## config.mk

```make
export PLATFORM = sky130hd
export DESIGN_NAME = control_sequencer
export DESIGN_NICKNAME = d
export VERILOG_FILES = /design/src/rtl/control_sequencer.sv
export SDC_FILE = /design/constraint.sdc
export NUM_CORES = 1
export LEC_CHECK = 0
export ABC_CLOCK_PERIOD_IN_PS = 1680
export CAP_MARGIN = 5
export CORE_MARGIN = 3
export CORE_UTILIZATION = 32
export CTS_CLUSTER_SIZE = 8
export DETAILED_ROUTE_END_ITERATION = 8
export PLACE_DENSITY_LB_ADDON = 0.08
export SETUP_SLACK_MARGIN = 0.2
export SYNTH_ARGS = -nofsm -noshare
export SYNTH_HDL_FRONTEND = slang
export SYNTH_SLANG_ARGS = --single-unit
export TNS_END_PERCENT = 5
```

## constraint.sdc

```tcl
create_clock -name clk -period 1.68 [get_ports clk]
set_input_delay 0.336 -clock clk [delete_from_list [all_inputs] [get_ports clk]]
set_output_delay 0.336 -clock clk [all_outputs]
set_load 0.05 [all_outputs]
```

## src/rtl/control_sequencer.sv

```systemverilog
// Basic-computer timing/control sequencer: run flip-flop, one-hot T from SC, latched opcode decode D/I.
// Latency: start edge -> T0 next cycle; no backpressure, halt/sc_clr act on the next edge.
module control_sequencer (
  input  logic        clk,
  input  logic        rst_n,
  input  logic        start,
  input  logic        halt,
  input  logic        sc_clr,
  input  logic [15:0] ir,
  output logic [7:0]  T,
  output logic [7:0]  D,
  output logic        I,
  output logic        running,
  output logic        seq_err
);

  logic       s;
  logic [2:0] sc;
  logic [2:0] opr;
  logic       ind;
  logic       err;

  // Only the opcode/indirect field is decoded here; the address field belongs to the datapath.
  logic unused_ir;
  assign unused_ir = ^ir[11:0];

  always_ff @(posedge clk or negedge rst_n) begin
    if (!rst_n) begin
      s   <= 1'b0;
      sc  <= 3'd0;
      opr <= 3'd0;
      ind <= 1'b0;
      err <= 1'b0;
    end else begin
      if (halt)
        s <= 1'b0;
      else if (start && !s)
        s <= 1'b1;

      if (!s || halt || sc_clr)
        sc <= 3'd0;
      else
        sc <= sc + 3'd1;

      if (s && (sc == 3'd7) && !sc_clr && !halt)
        err <= 1'b1;

      // Opcode latches on the T2 edge even if the instruction is cleared or halted there.
      if (s && (sc == 3'd2)) begin
        opr <= ir[14:12];
        ind <= ir[15];
      end
    end
  end

  assign T       = s ? (8'h01 << sc) : 8'h00;
  assign D       = 8'h01 << opr;
  assign I       = ind;
  assign running = s;
  assign seq_err = err;

endmodule

```

# Word-level counts from Yosys, hierarchy flattened
# Cells that the tools add are included.
[classes]
add_sub_neg = 1
mul = 0
div = 0
order_cmp = 0
n_eq_ne = 2
n_shift = 2
mux = 4
bitwise = 0
n_reduce_logical = 11
[ops]
columns = ["op", "n"]
rows = [
  ["<< shifter 1 x 3 -> 8 bit (first input constant)", 2],
  ["two-way mux 8 bit", 1],
  ["logical AND 1 bit", 5],
  ["adder 3 x 1 -> 3 bit (second input constant)", 1],
  ["== test 3 x 2 -> 1 bit (second input constant)", 1],
  ["== test 3 bit (second input constant)", 1],
  ["zero test 1 bit", 3],
  ["two-way mux 3 bit", 1],
  ["logical OR 1 bit", 2],
  ["two-way mux 1 bit", 2],
  ["nonzero test 2 bit", 1],
]
[totals]
reg_bits = 9
latch_bits = 0
ramBits = 0
romBits = 0
inputBits = 21
out_inout_bits = 19
elab_cells = 25
mem_count = 0

# Depth between registers and ports, before layout
[depth]
word_depth = 4
mapped_depth = 4

# Least setup slack after synthesis
# No wires, ideal clock.
[synth_timing]
kind = "register -> output"
startpoint = "register opr[2]"
endpoint = "output D[4]"
arrival_time_ns = 1.707
required_time_ns = 1.344
slack_ns = -0.363
stages_incl_launch_ff = 3
cell_sequence = "dfrtp_1 > clkbuf_1 > nor3b_1"
[synth_via]
elab_chain_len = 1
[synth_rtl]
columns = ["element", "line", "source"]
rows = [
  ["from (decl)", "19", "logic [2:0] opr;"],
  ["from (signal assigned)", "50", "opr <= ir[14:12];"],
  ["<< shifter 1 x 3 -> 8 bit", "57", "assign D = 8'h01 << opr;"],
  ["to (decl)", "11", "output logic [7:0] D,"],
]
# Every way passes these cells.

# Worst setup path after layout
[layout_timing]
startpoint = "register sc[1]"
endpoint = "output T[7]"
[layout_via]
elab_chain_len = 2
[layout_rtl]
columns = ["element", "line", "source"]
rows = [
  ["from (decl)", "18", "logic [2:0] sc;"],
  ["from (signal assigned)", "43", "sc <= sc + 3'd1;"],
  ["<< shifter 1 x 3 -> 8 bit", "56", "assign T = s ? (8'h01 << sc) : 8'h00;"],
  ["two-way mux 8 bit", "56", ""],
  ["to (decl)", "10", "output logic [7:0] T,"],
]
# Every way passes these cells.

==> out/results.ini <==
[run_status]
status = finished, final reports clean

[synth]
syn_area_um2 = 537
synth_edf_count = 0
synth-seq-area-share = 0.420
synth.top_cells.by_area = dfrtp_1 42%, ha_1 14%, and3_2 8.4%
synth_cell_types = 17
syn_area_per_cell_um2 = 10.1
synth_ff_type = dfrtp_1
synth.largest_area_cell = dfrtp_1
yosys_warnings = 0
mappedNetlistNets = 80
synthCells = 53
synth-async-reset-ratio = 1.00
netlist_top_cells_count = 9 x dfrtp_1, 7 x nor2_1, 6 x and3_2, 6 x ha_1
postSynthRegisterBits = 9
synth_top_cell_area_share = 0.420
synth.most_common_cell = dfrtp_1

[clock_network]
cts_max_path_buffers = 2
cts-buffers-inserted = 3
cts_root_buf = clkbuf_4
cts_tree = built
path_clk_slew_ns = 0.06
clkLatencyLatePin_ns = 0.25
cts_htree_levels = 1
sinks_on_the_clock_net = 9

[global_routing]
grt_max_degree = 10
global_route.overflow_total = 0
grt_usage = 0.104
grt_pass1_vias = 416
antenna_found_initial = 0
grt_first_pass_wirelength_mm = 1.61

[critical_path]
setup.reg_to_reg.worst_slack_ns = 0.32
crit_required_ns = 1.34
critical_path.reg2reg.endpoint = opr[2]
reg2regPathDepth = 5
crit_slowest_cell = dfrtp_1
endpoint = T[7]
timing.setup.critical_path_class = reg -> out
crit_fanout = 3
most_frequent_cell_on_the_critical_path = ha_2
crit_path_cell_trace = ha_2, ha_2, and2_4, buf_8
critPathMaxStageDelay_ns = 0.40
cp_data_arrival_time_ns = 1.30
crit_start = sc[1]
reg2reg_from = sc[0]
setup.worst_path.start_class = flip-flop
cp-end-kind = output pin

[sta]
timing.final.crit_share = 0.975
setup_slack_ns = 0.0413
achievable-frequency_ghz = 0.610
setup-tns-final_ns = 0
clock_skew_ns = 0.00205
timing_max_transition_violations_final = 0
worstMarginPinSlew_ns = 0.398
setup_violations = 0
final_period_minus_worst_setup_slack_ns = 1.64
rsz0062_at_grt = yes
final.hold.worst_slack_ns = 0.374
slew-limit-headroom = 0.734
finalHoldViolCount = 0

[pwr]
power_per_cell_area_mw_per_mm2 = 607
max-vdd-ir-drop_uv = 583
report.power.total_mw = 0.681
p_leak_nw = 0.494

[routing]
drcViolationCount = 0
postRouteAntennaNets = 0
route.vias.total = 472
drt_iter0_markers = 2
total_wire_length_mm = 1.15
detail_route.wl_per_cell_um = 11.6
first_pass_iters = 2
drt-vias-per-instance = 4.77

[place]
dp_hpwl_um = 903
numPortBuffers = 27
pre_cts_ws_ns = 0.165
dpl_cell_area_um2 = 978
finalWeightedCongestion = 0.721
place_inst = 93

[hold_path]
hold_path_class = in -> async

[die]
initial_core_util = 0.348
die_area_mm2 = 0.00220
ios = 40
die_height_um = 47.0
placement_rows = 14
die_w_um = 47.0
placeable_area_mm2 = 0.00154

[finish]
design_area_mm2 = 0.00112
nFillCells = 114
fin_cells = 99
post_route_cells_drive_above_1_share = 0.699
nets = 111
area_added_between_synthesis_and_finish_pct = 109
final_core_util = 0.727
insertedDiodeCount = 0

[run]
number_of_maximum_capacitance_violations = 0

[state kept, by name, indices dropped and copies added, names as in the netlist]
| signal | flops |
|---|---|
| opr | 3 |
| seq_err | 1 |
| running | 1 |
| I | 1 |
| sc | 3 |
[worst max-delay path: cells and delay by family (launching register included)]
family | cells | cell delay, ns
DFF | 1 | 0.40
adders and majority gates | 2 | 0.36
and+or+nand+nor | 1 | 0.14
buffers and inverters | 1 | 0.14
[routing by layer]
metal	GRT usage	part of all wire	routed length, um
met1	0.125	0.39	446
met2	0.171	0.51	580
met3	0.0192	0.099	113
met4	0.0663	0.0044	5
met5	0	0	0
[what timing repair did]
action | 4_1_cts | 5_1_grt
hold buffers | 0 | 0
resized for setup | 12 | 20
setup buffers | 2 | 0
gates cloned | 0 | 0
pin swaps | 1 | 9
endpoints found under the setup margin | 16 | 16
[logic make-up after synthesis]
family,synth area share
AOI/OAI and AO/OA,0.0140
and+or+nand+nor,0.284
adders and majority gates,0.140
muxes,0.0839
buffers and inverters,0.0583
DFF,0.420
[report_power, final]
group	internal [mW]	switching (mW)
clock network	0.0875	0.0723
registers	0.231	0.0387
logic	0.132	0.120
[cell usage in the layout (no fill, tap or decap), drive strengths merged]
cell type,netlist,layout
nand3b,1,1
and2,2,2
nand2,2,2
nor2,7,7
clkinv,0,1
buf,0,22
inv,4,4
and3b,1,1
ha,6,6
clkbuf,4,3
mux2,4,4
or3b,1,1
clkdlybuf4s50,0,8
nor3,1,1
a21o,1,1
and3,7,7
dfrtp,9,9
nor3b,3,3
[final cells by class]
type                    count  area [um^2]  area share
clock buffers               3         22.5      0.0201
multi-input cells          36          382       0.340
well taps                  16         20.0      0.0179
inverters                   4         15.0      0.0134
repair buffers             30          448       0.400
flip-flops and latches      9          229       0.204
clock inverters             1         5.00     0.00446
[worst min-delay path by stage]
stage	from	to	slack, ns	cells past startpoint
floorplan	rst_n	I	0.04	0
CTS	rst_n	running	0.38	1
global placement	seq_err	seq_err	0.44	1
detailed placement	seq_err	seq_err	0.45	1
finish	rst_n	running	0.37	1
global route	rst_n	running	0.39	1
Power figures use the tool's default switching activity.
